**config.mk**
```make
export PLATFORM = sky130hd
export DESIGN_NAME = pipeline_stall_ctrl
export DESIGN_NICKNAME = d
export VERILOG_FILES = /design/src/rtl/pipeline_stall_ctrl_pkg.sv /design/src/rtl/pipeline_stall_ctrl_load_use_detect.sv /design/src/rtl/pipeline_stall_ctrl.sv
export SDC_FILE = /design/constraint.sdc
export NUM_CORES = 1
export LEC_CHECK = 0
export BUFFER_PORTS_ARGS = -buffer_cell sky130_fd_sc_hd__buf_2
export CAP_MARGIN = 10
export CORE_MARGIN = 3
export CORE_UTILIZATION = 48
export CTS_CLUSTER_DIAMETER = 100
export DETAILED_ROUTE_END_ITERATION = 10
export PLACE_DENSITY = 0.8
export SYNTH_ARGS = -nofsm -noshare
export SYNTH_HDL_FRONTEND = slang
export SYNTH_SLANG_ARGS = --single-unit
```
**constraint.sdc**
```tcl
create_clock -name clk -period 2.4 [get_ports clk]
set_input_delay 0.36 -clock clk [delete_from_list [all_inputs] [get_ports clk]]
set_output_delay 0.36 -clock clk [all_outputs]
set_load 0.005 [all_outputs]
```
**src/rtl/pipeline_stall_ctrl_pkg.sv**
```systemverilog
// Shared definitions for the pipeline hazard/stall sequencer.
// Holds the FSM state encoding, the x0 register index and the wait-counter width.
// No logic, only types and constants.
package pipeline_stall_ctrl_pkg;

  // Sequencer states; encoding 2'd3 is unused and recovers to ST_RUN.
  typedef enum logic [1:0] {
    ST_RUN      = 2'd0,
    ST_EX_WAIT  = 2'd1,
    ST_MEM_WAIT = 2'd2
  } ctrl_state_e;

  // Architectural zero register: writes to it never create a dependency.
  localparam logic [4:0] REG_X0 = 5'd0;

  // Wide enough to count up to a 65535-cycle memory timeout.
  localparam int WCNT_W = 16;

endpackage

```
**src/rtl/pipeline_stall_ctrl_load_use_detect.sv**
```systemverilog
// Load-use comparator: flags an ID instruction that reads the destination of a load in EX.
// Latency: purely combinational, zero cycles.
// Backpressure: none; the result is consumed by the stall sequencer.
module pipeline_stall_ctrl_load_use_detect
  import pipeline_stall_ctrl_pkg::*;
(
  input  logic [4:0] id_rs1_i,
  input  logic [4:0] id_rs2_i,
  input  logic       id_uses_rs1_i,
  input  logic       id_uses_rs2_i,
  input  logic       ex_memread_i,
  input  logic [4:0] ex_rd_i,
  output logic       load_use_o
);

  logic rs1_hit;
  logic rs2_hit;

  // Compare both ID source operands against the load destination; x0 never hazards.
  always_comb begin
    rs1_hit    = id_uses_rs1_i && (id_rs1_i == ex_rd_i);
    rs2_hit    = id_uses_rs2_i && (id_rs2_i == ex_rd_i);
    load_use_o = ex_memread_i && (ex_rd_i != REG_X0) && (rs1_hit || rs2_hit);
  end

endmodule

```
**src/rtl/pipeline_stall_ctrl.sv**
```systemverilog
// Central hazard/stall sequencer for the 5-stage RV32 pipeline registers.
// Latency: controls are combinational from state + inputs; FSM state updates one cycle later.
// Backpressure: a pending data-memory access freezes every stage until ready or timeout.
module pipeline_stall_ctrl
  import pipeline_stall_ctrl_pkg::*;
#(
  parameter int unsigned MEM_TIMEOUT = 255,
  parameter int unsigned CNT_W       = 32
) (
  input  logic             clk,
  input  logic             reset,
  input  logic [4:0]       ID_rs1,
  input  logic [4:0]       ID_rs2,
  input  logic             ID_uses_rs1,
  input  logic             ID_uses_rs2,
  input  logic             ID_EX_memread,
  input  logic [4:0]       ID_EX_rd,
  input  logic             EX_busy,
  input  logic             EX_redirect,
  input  logic             EX_MEM_memread,
  input  logic             EX_MEM_memwrite,
  input  logic             dmem_ready,
  output logic             PC_en,
  output logic             IF_ID_en,
  output logic             IF_ID_flush,
  output logic             ID_EX_en,
  output logic             ID_EX_flush,
  output logic             EX_stall,
  output logic             EX_MEM_en,
  output logic             MEM_WB_en,
  output logic             dmem_req,
  output logic             mem_err,
  output logic [1:0]       ctrl_state,
  output logic [CNT_W-1:0] stall_cycles
);

  // Last wait-counter value before an unanswered access is forced to complete.
  localparam logic [WCNT_W-1:0] WCNT_LIMIT = WCNT_W'(MEM_TIMEOUT - 1);

  ctrl_state_e       state_q;
  logic [WCNT_W-1:0] wcnt_q;
  logic              mem_err_q;
  logic [CNT_W-1:0]  stall_q;

  logic mem_acc;
  logic load_use;
  logic timeout_hit;
  logic mem_freeze;

  pipeline_stall_ctrl_load_use_detect u_load_use_detect (
    .id_rs1_i      (ID_rs1),
    .id_rs2_i      (ID_rs2),
    .id_uses_rs1_i (ID_uses_rs1),
    .id_uses_rs2_i (ID_uses_rs2),
    .ex_memread_i  (ID_EX_memread),
    .ex_rd_i       (ID_EX_rd),
    .load_use_o    (load_use)
  );

  // Memory hazard terms: a timed-out access counts as complete so the pipe can move on.
  always_comb begin
    mem_acc     = EX_MEM_memread || EX_MEM_memwrite;
    timeout_hit = (state_q == ST_MEM_WAIT) && (wcnt_q == WCNT_LIMIT) && !dmem_ready;
    mem_freeze  = mem_acc && !dmem_ready && !timeout_hit;
  end

  // Priority-ordered stage controls: reset, memory freeze, EX busy, redirect, load-use, run.
  always_comb begin
    PC_en       = 1'b1;
    IF_ID_en    = 1'b1;
    IF_ID_flush = 1'b0;
    ID_EX_en    = 1'b1;
    ID_EX_flush = 1'b0;
    EX_stall    = 1'b0;
    EX_MEM_en   = 1'b1;
    MEM_WB_en   = 1'b1;
    dmem_req    = mem_acc && !reset;
    if (reset) begin
      // Fill every stage with NOPs while reset is held.
      IF_ID_flush = 1'b1;
      ID_EX_flush = 1'b1;
      EX_stall    = 1'b1;
    end else if (mem_freeze) begin
      PC_en     = 1'b0;
      IF_ID_en  = 1'b0;
      ID_EX_en  = 1'b0;
      EX_MEM_en = 1'b0;
      MEM_WB_en = 1'b0;
    end else if (EX_busy) begin
      // Front end holds; a bubble drains from EX into MEM.
      PC_en    = 1'b0;
      IF_ID_en = 1'b0;
      ID_EX_en = 1'b0;
      EX_stall = 1'b1;
    end else if (EX_redirect) begin
      // Wrong-path instructions in IF/ID and ID/EX are discarded; load-use is moot.
      IF_ID_flush = 1'b1;
      ID_EX_flush = 1'b1;
    end else if (load_use) begin
      PC_en       = 1'b0;
      IF_ID_en    = 1'b0;
      ID_EX_flush = 1'b1;
    end
  end

  // Sequencer state, memory wait counter, sticky timeout flag and stall counter.
  always_ff @(posedge clk) begin
    if (reset) begin
      state_q   <= ST_RUN;
      wcnt_q    <= '0;
      mem_err_q <= 1'b0;
      stall_q   <= '0;
    end else begin
      case (state_q)
        ST_RUN, ST_EX_WAIT: begin
          if (mem_freeze) begin
            state_q <= ST_MEM_WAIT;
            wcnt_q  <= '0;
          end else begin
            state_q <= EX_busy ? ST_EX_WAIT : ST_RUN;
          end
        end
        ST_MEM_WAIT: begin
          wcnt_q <= wcnt_q + WCNT_W'(1);
          if (!mem_freeze) begin
            state_q <= EX_busy ? ST_EX_WAIT : ST_RUN;
          end
        end
        default: begin
          state_q <= ST_RUN;
        end
      endcase

      if (timeout_hit) begin
        mem_err_q <= 1'b1;
      end

      if (!PC_en && (stall_q != {CNT_W{1'b1}})) begin
        stall_q <= stall_q + CNT_W'(1);
      end
    end
  end

  assign mem_err      = mem_err_q;
  assign ctrl_state   = state_q;
  assign stall_cycles = stall_q;

endmodule

```
# After elaboration in Yosys (flattened, before gate mapping)
# Cells that the tools add are included.
# word_totals
word_cells	63
reg_bits	51
output_inout_bits	44
# classes
mux	28
eq_ne	8
reduce_logical	21
addsub	2
# ops
operator	count
32-bit by 1-bit adder with 32-bit output (second input constant)	1
32-bit != test (second input constant)	1
16-bit case mux with 2 select lines	1
1-bit two-way mux	23
16-bit by 1-bit adder with 16-bit output (second input constant)	1
16-bit by 8-bit == test with 1-bit output (second input constant)	1
16-bit two-way mux	1
5-bit == test	2
1-bit logical AND	10
5-bit nonzero test	1
1-bit logical NOT	4
2-bit two-way mux	2
2-bit != test (second input constant)	2
2-bit case mux with 2 select lines	1
2-bit by 1-bit == test with 1-bit output (second input constant)	1
2-bit == test (second input constant)	1
2-bit logical NOT	1
1-bit logical OR	2
2-bit AND reduction	1
2-bit nonzero test	1
2-bit OR reduction	1

# Logic depth before layout (Yosys ltp)
# logic_depth
ltp_word	11
mapped_depth	10

# Modules after synthesis
# Synthesis repeated with hierarchy kept, for this count alone.
# unflattened
cells_unflattened	348
hier_area_um2	2780.2
# by_module_without_submodules
module	cells_each	area_each_um2	instances
pipeline_stall_ctrl	331	2646.3	1
pipeline_stall_ctrl_load_use_detect	17	133.9	1

# Worst setup path after synthesis
# No wires, ideal clock.
# synth_path
path_kind	reg2reg
startpoint	register stall_q[0] (netlist: stall_cycles[0])
endpoint	register stall_q[22] (netlist: stall_cycles[22])
n_path_buf	1
period_less_slack_ps	2394
path_stages_with_launch	9
arrival_ps	2273
slack_ps	6
setup_ps	121
required_ps	2279
cell_sequence	dfxtp_1 -> ha_1 -> and2_1 -> nand4_4 -> or3_4 -> nor4_4 -> buf_6 -> nor3_1 -> mux2_4
# synth_via
elab_chain_len	2
word_cells_on_any_way	3
cone_classes	1 x add/sub; 1 x eq/ne; 1 x reduce/logical
# synth_rtl
element	line_no	source
start: declaration	pipeline_stall_ctrl.sv:43	logic [CNT_W-1:0] stall_q;
start signal: assignment	pipeline_stall_ctrl.sv:139	stall_q <= stall_q + CNT_W'(1);
branches (longest 2 deep; another with 32-bit by 1-bit adder with 32-bit output)	-	
# Parallel ways; which one is timed is not known.
# A chain may end at the register's enable or synchronous reset.

# Final worst setup path
# layout_path
startpoint	register state_q[1] (netlist: ctrl_state[1])
endpoint	output PC_en
# layout_via
elab_chain_len	7
# layout_rtl
element	line_no	source
start: declaration	pipeline_stall_ctrl.sv:40	ctrl_state_e state_q;
start signal: assignment	pipeline_stall_ctrl.sv:120	state_q <= EX_busy ? ST_EX_WAIT : ST_RUN;
start signal: assignment	pipeline_stall_ctrl.sv:126	state_q <= EX_busy ? ST_EX_WAIT : ST_RUN;
2-bit == test	pipeline_stall_ctrl.sv:63	timeout_hit = (state_q == ST_MEM_WAIT) && (wcnt_q == WCNT_LIMIT) && !dmem_ready;
1-bit logical AND (2 in a row)	pipeline_stall_ctrl.sv:63	
1-bit logical NOT	pipeline_stall_ctrl.sv:64	mem_freeze = mem_acc && !dmem_ready && !timeout_hit;
1-bit logical AND	pipeline_stall_ctrl.sv:64	
1-bit two-way mux	pipeline_stall_ctrl.sv:83	end else if (mem_freeze) begin
1-bit two-way mux	pipeline_stall_ctrl.sv:78	if (reset) begin
end: declaration	pipeline_stall_ctrl.sv:23	output logic PC_en,
# Every way passes these cells.

==> results.toml <==
[final_layout]
design_area_um2 = 3630
core_occupancy_in_the_finished_layout_pct = 63.9
post_route_cells_drive_above_1_share_pct = 30.1
final_cell_mix = "buf_2, dfxtp_1, nor2_1"
antennaDiodeCount = 0
area_delta_synth_final_pct = 25.7
finalNonFillerCells = 497
num-nets-final = 452
final_common_cell = "buf_2"

[setup_path]
arrival_ns = 1.95
critical_path_class = "reg2out"
critPathRequiredTime_ns = 2.04
worstSetupEndpointType = "output pin"
r2r_setup_slack_ns = 0.09
setup.worst_path.start_class = "flip-flop"
worstPathMaxFanout = 25

[floorplan]
initial_utilization_pct = 50.8
core_area_um2 = 5680
die_width_um = 83.5
die_area_um2 = 6980
placement_rows = 27
die_height_um = 83.5
io_pins = 69

[synthesis]
number_of_instances_in_the_synthesized_netlist = 341
post_synth_num_cell_types = 54
syn-num-nets = 369
synth-edff-count = 0
synth_ff_type = "dfxtp_1"
ys_seq_area_share_pct = 35.4
asyncSetResetFlopFracSynth_pct = 0
average_cell_area_after_synthesis_um2 = 8.46
synth-seq-cells = 51
synthesis.area_um2 = 2890
yosysWarnings = 0

[cts]
cts_tree = "built"
num_cts_buffers = 5
ctsRootBufferMaster = "clkbuf_8"
cts_hold_repair.buffers = 0
h_tree_depth_reported_by_cts = 2
numClockSinks = 51
cts_buffer_depth = 2
cts.reportedPaths.clkPinSlew_ns = 0.08
clk_latency_ns = 0.31

[place]
placed_cells = 485
detailedPlacementHpwl_um = 5210
gp_routability_congestion = 0.848
dpl-instance-area_um2 = 3410
place.port_buffers = 68

[timing]
timing.final.hold_violations = 0
timing.final.crit_share_pct = 96.4
worst_slew_pin_slew_ns = 0.513
max-slew-margin-rel_pct = 65.7
timing.final.setup_violations = 0
fin_setup_tns_ns = 0
layout_min_cycle_time_ns = 2.31
maxClockFrequency_mhz = 432
rsz0062_at_grt = "yes"
drv_slew = 0
clock-skew-final_ns = 0.0193

[grt]
grt_antenna_before_repair = 0
grt_start_max_net_pins = 37
overflow = 0
grt_pass1_vias = 2777
groute.usage.overall_pct = 20.9
grt_first_pass_wirelength_um = 12500

[detailed_routing]
antenna_left = 0
wl_per_cell_um = 15.4
drt_drc_violations_left = 0
initialDrtViolationCount = 210
drt-pass1-iter-count = 5
vias = 3024
wl_um = 7680
vias_per_cell = 6.08

[power_and_ir_drop]
p_leak_nw = 1.41
peakVddDrop_mv = 0.337
powerDensity_nw_per_um2 = 436
fin_total_pwr_mw = 1.58

[job]
cap_viol_max_count = 0

[hold_path]
hold_path_class = "in2reg"

[outcome]
run_status = "finished clean"
==> path summary, 6_finish.rpt <==
kind / depth (start not counted) / from / end
min reg2reg: 2 / mem_err / mem_err
max: 6 / ctrl_state[1] / PC_en
min: 3 / EX_busy / ctrl_state[0]
max reg2reg: 10 / wcnt_q[0] / stall_cycles[19]
==> metrics by stage <==
| step | hold slack [ns] | setup WS (ns) |
|---|---|---|
| floorplan | 0.448 | 0.00570 |
| global placement | 0.461 | 0.0991 |
| detailed placement | 0.478 | 0.0154 |
| CTS | 0.331 | 0.0240 |
| global route | 0.345 | -0.0132 |
| finish | 0.340 | 0.0859 |
==> kinds of logic (layout without fill, tap and decap cells) <==
| family | Yosys count | after routing | share of synthesized area [%] |
|---|---|---|---|
| muxes | 8 | 8 | 3.30 |
| buffers and inverters | 26 | 110 | 4.68 |
| and+or+nand+nor | 156 | 156 | 31.3 |
| xor gates and xnor gates | 15 | 15 | 4.55 |
| adders and majority gates | 3 | 3 | 1.30 |
| AOI/OAI and AO/OA | 82 | 82 | 19.5 |
| DFF | 51 | 51 | 35.4 |
==> state kept, by name, indices dropped and copies added, names as in the netlist <==
register,cells
wcnt_q,16
ctrl_state,2
stall_cycles,32
mem_err,1
==> cell usage after synthesis, types with 6 or more instances <==
library cell   n  area share [%]
nor3_1         7             1.2
nand4_1       15             3.3
nand3_1       17             2.9
clkbuf_1       6            0.78
or4_1         17             4.4
buf_2          6             1.0
o311ai_0       7             2.1
dfxtp_1       51              35
nand2_1       27             3.5
a21oi_1       25             4.3
nor2b_1        7             1.5
and4_1         7             2.1
o21ai_0        8             1.4
inv_1          8             1.0
o31ai_1       14             3.6
o41ai_1        8             2.4
nor2_1        32             4.2
xnor2_1       11             3.3
==> worst max-delay path, cell delays in order (launching register included) <==
cell      delay [ns]
dfxtp_1         0.44
nand2b_1        0.15
nor4_4          0.33
a31oi_4         0.14
a22oi_2         0.27
buf_12          0.20
buf_2           0.13
==> layer usage <==
metal  vias up  share of wire (%)  global-route usage [%]
li1       1474                  -                       -
met1      1436                 45                    27.3
met2       107                 48                    35.8
met3         7                5.7                    3.55
met4         0               0.89                    5.41
met5         -                  0                       0
==> area by class of cell <==
| cell class | count | area [um^2] |
|---|---|---|
| Sequential cell | 51 | 1030 |
| Fill cell | 478 | 2050 |
| Clock inverter | 1 | 8.76 |
| Inverter | 8 | 30.0 |
| Clock buffer | 7 | 86.3 |
| Timing Repair Buffer | 94 | 603 |
| Multi-Input combinational cell | 264 | 1780 |
| Tap cell | 72 | 90.1 |
==> what timing repair did <==
action	in CTS	in global routing
cloned	1	1
endpoints found under the setup margin	3	16
gates resized for setup	2	10
pin swaps	1	5
buffers inserted	1	1
==> where the power goes <==
group	switching (mW)	total [mW]	internal, mW
Combinational	0.110	0.203	0.0934
Sequential	0.00632	0.859	0.852
Clock	0.281	0.518	0.237
Total	0.397	1.58	1.18
Power figures use the tool's default switching activity.
